**src/rtl/alu_sequencer_pkg.sv**
```systemverilog
// Shared CVP14 vector-ALU definitions: geometry and opcode encoding.
package alu_sequencer_pkg;

  localparam int LANE_W = 16;
  localparam int LANES  = 16;
  localparam int VEC_W  = 256;
  localparam int OPC_W  = 4;

  localparam logic [OPC_W-1:0] OP_VADD = 4'b0000;
  localparam logic [OPC_W-1:0] OP_VDOT = 4'b0001;
  localparam logic [OPC_W-1:0] OP_SMUL = 4'b0010;
  localparam logic [OPC_W-1:0] OP_SST  = 4'b0011;
  localparam logic [OPC_W-1:0] OP_VLD  = 4'b0100;
  localparam logic [OPC_W-1:0] OP_VST  = 4'b0101;
  localparam logic [OPC_W-1:0] OP_SLL  = 4'b0110;
  localparam logic [OPC_W-1:0] OP_SLH  = 4'b0111;
  localparam logic [OPC_W-1:0] OP_J    = 4'b1000;
  localparam logic [OPC_W-1:0] OP_NOP  = 4'b1111;

endpackage

```
**src/rtl/alu_sequencer_lane_select.sv**
```systemverilog
// Picks one 16-bit lane out of a 256-bit vector; lane k is bits [16k+15:16k].
module alu_sequencer_lane_select
  import alu_sequencer_pkg::*;
(
  input  logic [VEC_W-1:0]  vec_i,
  input  logic [3:0]        sel_i,
  output logic [LANE_W-1:0] lane_o
);

  assign lane_o = vec_i[{sel_i, 4'd0} +: LANE_W];

endmodule

```
**src/rtl/alu_sequencer.sv**
```systemverilog
// Issue controller for the shared vector ALU: single-pass ops in one ALU cycle,
// VDOT as a lane-wise multiply followed by a 15-step left-associative VADD reduction.
module alu_sequencer
  import alu_sequencer_pkg::*;
(
  input  logic              clk,
  input  logic              rst_n,
  input  logic              start,
  input  logic [OPC_W-1:0]  opcode,
  input  logic [VEC_W-1:0]  op_a,
  input  logic [VEC_W-1:0]  op_b,
  output logic              busy,
  output logic              done,
  output logic [VEC_W-1:0]  result,
  output logic [VEC_W-1:0]  alu_op1,
  output logic [VEC_W-1:0]  alu_op2,
  output logic [OPC_W-1:0]  alu_opcode,
  input  logic [VEC_W-1:0]  alu_result
);

  typedef enum logic [1:0] {
    ST_IDLE = 2'd0,
    ST_EXEC = 2'd1,
    ST_MUL  = 2'd2,
    ST_ACC  = 2'd3
  } state_e;

  state_e            state_q, state_d;
  logic [OPC_W-1:0]  opc_q, opc_d;
  logic [VEC_W-1:0]  opa_q, opa_d;
  logic [VEC_W-1:0]  opb_q, opb_d;
  logic [VEC_W-1:0]  prod_q, prod_d;
  logic [VEC_W-1:0]  result_q, result_d;
  logic [LANE_W-1:0] acc_q, acc_d;
  logic [LANE_W-1:0] lane_s;
  logic [3:0]        k_q, k_d;
  logic              done_q, done_d;

  alu_sequencer_lane_select u_lane_select (
    .vec_i  (prod_q),
    .sel_i  (k_q),
    .lane_o (lane_s)
  );

  assign busy   = (state_q != ST_IDLE);
  assign done   = done_q;
  assign result = result_q;

  // State and datapath registers; reset aborts any in-flight instruction.
  always_ff @(posedge clk or negedge rst_n) begin
    if (!rst_n) begin
      state_q  <= ST_IDLE;
      opc_q    <= OP_NOP;
      opa_q    <= '0;
      opb_q    <= '0;
      prod_q   <= '0;
      result_q <= '0;
      acc_q    <= 16'd0;
      k_q      <= 4'd0;
      done_q   <= 1'b0;
    end else begin
      state_q  <= state_d;
      opc_q    <= opc_d;
      opa_q    <= opa_d;
      opb_q    <= opb_d;
      prod_q   <= prod_d;
      result_q <= result_d;
      acc_q    <= acc_d;
      k_q      <= k_d;
      done_q   <= done_d;
    end
  end

  // Next-state and ALU drive; ALU inputs depend only on registered state.
  always_comb begin
    state_d    = state_q;
    opc_d      = opc_q;
    opa_d      = opa_q;
    opb_d      = opb_q;
    prod_d     = prod_q;
    result_d   = result_q;
    acc_d      = acc_q;
    k_d        = k_q;
    done_d     = 1'b0;
    alu_opcode = OP_NOP;
    alu_op1    = '0;
    alu_op2    = '0;

    case (state_q)
      ST_IDLE: begin
        if (start) begin
          opc_d   = opcode;
          opa_d   = op_a;
          opb_d   = op_b;
          state_d = (opcode == OP_VDOT) ? ST_MUL : ST_EXEC;
        end else begin
          state_d = ST_IDLE;
        end
      end
      ST_EXEC: begin
        alu_opcode = opc_q;
        alu_op1    = opa_q;
        alu_op2    = opb_q;
        result_d   = alu_result;
        done_d     = 1'b1;
        state_d    = ST_IDLE;
      end
      ST_MUL: begin
        alu_opcode = OP_VDOT;
        alu_op1    = opa_q;
        alu_op2    = opb_q;
        prod_d     = alu_result;
        acc_d      = alu_result[LANE_W-1:0];
        k_d        = 4'd1;
        state_d    = ST_ACC;
      end
      ST_ACC: begin
        alu_opcode = OP_VADD;
        alu_op1    = {{(VEC_W-LANE_W){1'b0}}, acc_q};
        alu_op2    = {{(VEC_W-LANE_W){1'b0}}, lane_s};
        acc_d      = alu_result[LANE_W-1:0];
        // Exit is tested before the increment so k never wraps.
        if (k_q == 4'd15) begin
          result_d = {{(VEC_W-LANE_W){1'b0}}, alu_result[LANE_W-1:0]};
          done_d   = 1'b1;
          state_d  = ST_IDLE;
        end else begin
          k_d = k_q + 4'd1;
        end
      end
      default: begin
        state_d = ST_IDLE;
      end
    endcase
  end

endmodule

```
**config.mk**
```make
export PLATFORM = sky130hd
export DESIGN_NAME = alu_sequencer
export DESIGN_NICKNAME = d
export VERILOG_FILES = /design/src/rtl/alu_sequencer_pkg.sv /design/src/rtl/alu_sequencer_lane_select.sv /design/src/rtl/alu_sequencer.sv
export SDC_FILE = /design/constraint.sdc
export NUM_CORES = 1
export LEC_CHECK = 0
export BUFFER_PORTS_ARGS = -buffer_cell sky130_fd_sc_hd__buf_4
export CORE_AREA = 2 2 603 605
export DETAILED_ROUTE_END_ITERATION = 7
export DIE_AREA = 0 0 605 607
export HOLD_SLACK_MARGIN = 0.08
export PLACE_DENSITY = 0.39
export SLEW_MARGIN = 20
export SYNTH_ARGS = -nofsm -noshare
export SYNTH_HDL_FRONTEND = slang
export SYNTH_SLANG_ARGS = --single-unit
```
**constraint.sdc**
```tcl
create_clock -name clk -period 6 [get_ports clk]
set_input_delay 0.9 -clock clk [delete_from_list [all_inputs] [get_ports clk]]
set_output_delay 0.9 -clock clk [all_outputs]
set_load 0.03 [all_outputs]
```
==> results.md <==
* Async SR Flop Fraction at between 90% and 100%
* CP endpoint kind: output port
* MaxCap Viol Count at 0
* Hold Crit Class: input pin to flop
* Starting Density at between 10% and 20%
* Top-count cell post-synth: nand2_1
* Hold Crit Start: op_a[12]
* Slew @ Worst Pin at about 1.2 ns
* GR Util All Layers at approximately 16%
* Post-DRT Antenna Nets at 0
* Vias in the first global route at between 30000 and 40000
* Placeable core area at 361000 sq um
* Outcome: completed
* # IOs at 1549
* Placed cells at between 10000 and 15000
* RSZ-0062 raised after global routing: false
* Leading post-synthesis cells by instance count: nand2_1 (1558), dfrtp_1 (1047), and2_1 (482)
* EDFF count, synth at 0
* Fin area at 66500 sq um
* Total CTS buffers at roughly 150
* Clock transition at path regs at around 0.060 ns
* CP top delay family: compound AO/OA/AOI/OAI gates
* Buf/Inv on CP at 1
* Rel. slew slack at slightly above 20%
* Flops & latches, synth at 1051
* Port Buffers at approximately 1500
* Slowest-stage cell, CP: nor2b_2
* DRC Markers at 0
* Layout Nets at around 6400
* Cell taking the most area after synthesis: dfrtp_1
* Cts hold-fix bufs at 1
* Worst setup SP type: flop
* Final Slew Violations at 0
* Cells on worst reg2reg path at 8
* Full die area at approximately 370000 sq um
* Final hold slack at between 0.2 and 0.25 ns
* Postcts setup bufs at 0
* CTS tree: yes
* Clock Root Buffer: clkbuf_16
* Crit-path max cell delay at around 0.90 ns
* Congestion Overflow GR at 0
* Placed cell areas at about 61000 sq um
* Max VDD drop at 207 uV
* Share of the synthesized area in the top cell type at between 50% and 60%
* FF-to-FF End: result[201]$_DFFE_PN0P_
* Largest cells by area after synthesis: dfrtp_1 (59%), nand2_1 (13%), mux2_2 (7.3%)
* Clock insertion delay at the later pin of the skew report at about 0.83 ns
* Final Hold Fails at 0
* Clk sinks at approximately 1100
* Setup violators final at 0
* CP Cell Sequence: nor2b_2 > a22oi_1 > a32oi_1 > o21ai_0 > buf_4
* Share of cells above drive strength 1 at a little under two fifths
* Top FF cell, synth: dfrtp_1
* Die Height at about 600 um
* Largest net degree at the start of global routing at about 180
* Critical Path AT at around 4.2 ns
* Setup TNS at 0 ns
* Synthesized area per cell at roughly 11 sq um
* Routability cong. at 0.905
* Starting DRT DRC Count at ~2600
* CTS resizes at 0
* Post-route insts no fill at approximately 11000
* Routed WL at just over 300 mm
* Total number of yosys warnings at 0
* Largest fanout on the critical path at 19
* Htree depth at 4
* PwrDens at 494 nW/um^2
* Routed via count at between 30000 and 40000
* Clock tree buffer depth at 4
* Hold Path Sink: opa_q[12]$_DFFE_PN0P_
* Post-Syn Nets at around 4900
* DRT Pass-1 Iters at 5
* Max frequency at 0.195 GHz
* Chip width at between 600 and 700 um
* Initial antenna violation count at 207
* WHS Path Cells at 3
* Number of vias per cell at between 3 and 4
* Row cnt at 221
* Area grow syn2layout at 50.3%
* WL/cell at 29.1 um
* Reg2reg setup slack at 2.49 ns
* Clk_skew at 0.0752 ns
* Mapped Cells at 4162
* Tmin final at 5.13 ns
* First-pass GRT wire length at ~400 mm
* Static leakage at 32.8 nW
* Fin crit share at a little under nine tenths
* Netlist cell types at 36
* Critical path required time at 5.10 ns
* Register area share after synthesis at 59.4%
* DP HPWL at between 200 and 300 mm
* FF-to-FF Start: state_q[1]$_DFFE_PN0P_
* Mapped Area at 44300 sq um
* Critical path class: flop to output port
cells in the final DEF, fill, tap and decap left out, types with 25 or more instances in the layout:
master | netlist | layout
nand2_1 | 1558 | 1557
clkbuf_1 | 177 | 32
clkbuf_16 | 0 | 150
buf_4 | 20 | 1585
clkbuf_8 | 0 | 25
a22oi_1 | 47 | 47
diode_2 | 0 | 74
dfrtp_1 | 1047 | 1045
and2_1 | 482 | 481
mux2_2 | 288 | 288
mux2i_1 | 78 | 78
a22o_1 | 240 | 240
mux4_2 | 32 | 32
report_power, final:
part           internal (mW)  total (mW)  switching [mW]
Sequential              9.58        11.6            2.01
Combinational           4.54        11.9            7.40
Clock                   5.58        9.32            3.74
worst max path at each step:
stage	start	end	slack [ns]	depth (start not counted)
3_3_place_gp	k_q[0]$_DFFE_PN0P_	alu_op2[1]	1.54	5
3_5_place_dp	k_q[1]$_DFFE_PN0P_	alu_op2[1]	1.62	5
4_1_cts	k_q[1]$_DFFE_PN0P_	alu_op2[1]	0.70	5
6_report	k_q[1]$_DFFE_PN0P_	alu_op2[5]	0.87	5
2_1_floorplan	state_q[0]$_DFFE_PN0P_	alu_op1[11]	3.01	7
5_1_grt	state_q[1]$_DFFE_PN0P_	alu_op2[5]	0.85	5
layer usage:
metal	up-vias	track usage, %	wire length (um)
li1	16700	-	-
met2	1589	28.4	153000
met3	550	8.13	34100
met1	19500	16.6	109000
met4	118	5.38	11600
met5	-	0	797
worst reg2reg max path, cell delays in order, from the launching register on:
cell,delay [ns]
dfrtp_1,0.45
ha_2,0.23
buf_4,0.38
nor2b_4,0.09
buf_12,0.22
a41oi_4,0.27
buf_4,0.68
buf_12,0.54
a22o_1,0.57
registers in the layout (all words and copies together) (netlist names):
name and cells:
opc_q 4, acc_q 16, done 1, opa_q 256
prod_q 256, k_q 4, state_q 2, result 256
opb_q 256
through the flow:
step / power [mW] / worst slack, ns / utilization [%]
after floorplan: 17.6 / 3.01 / -
after global placement: 23.9 / 1.54 / 17.0
after detailed placement: 23.9 / 1.62 / 17.0
after CTS: 33.5 / 0.702 / 18.4
after global routing: 34.5 / 0.848 / 18.4
final: 32.9 / 0.874 / 18.4
area by class of cell:
type / instances / area [sq um]
sequential: 1051 / 26300
timing repair buffer: 1604 / 12300
inverter: 4 / 15.0
multi-input combinational: 2816 / 16700
antenna: 74 / 185
tap: 4794 / 6000
clock buffer: 207 / 4220
clock inverter: 50 / 777
fill: 40000 / 294000
logic make-up after synthesis:
group,count (synthesis),share of synthesized area [%]
AO/OA/AOI/OAI,332,6.25
adder cells (fa/ha/maj),6,0.170
buffers and inverters,295,2.90
flip-flops,1051,59.4
multiplexers,400,10.8
AND/OR/NAND/NOR,2078,20.5
(Power assumes the default switching activity.)
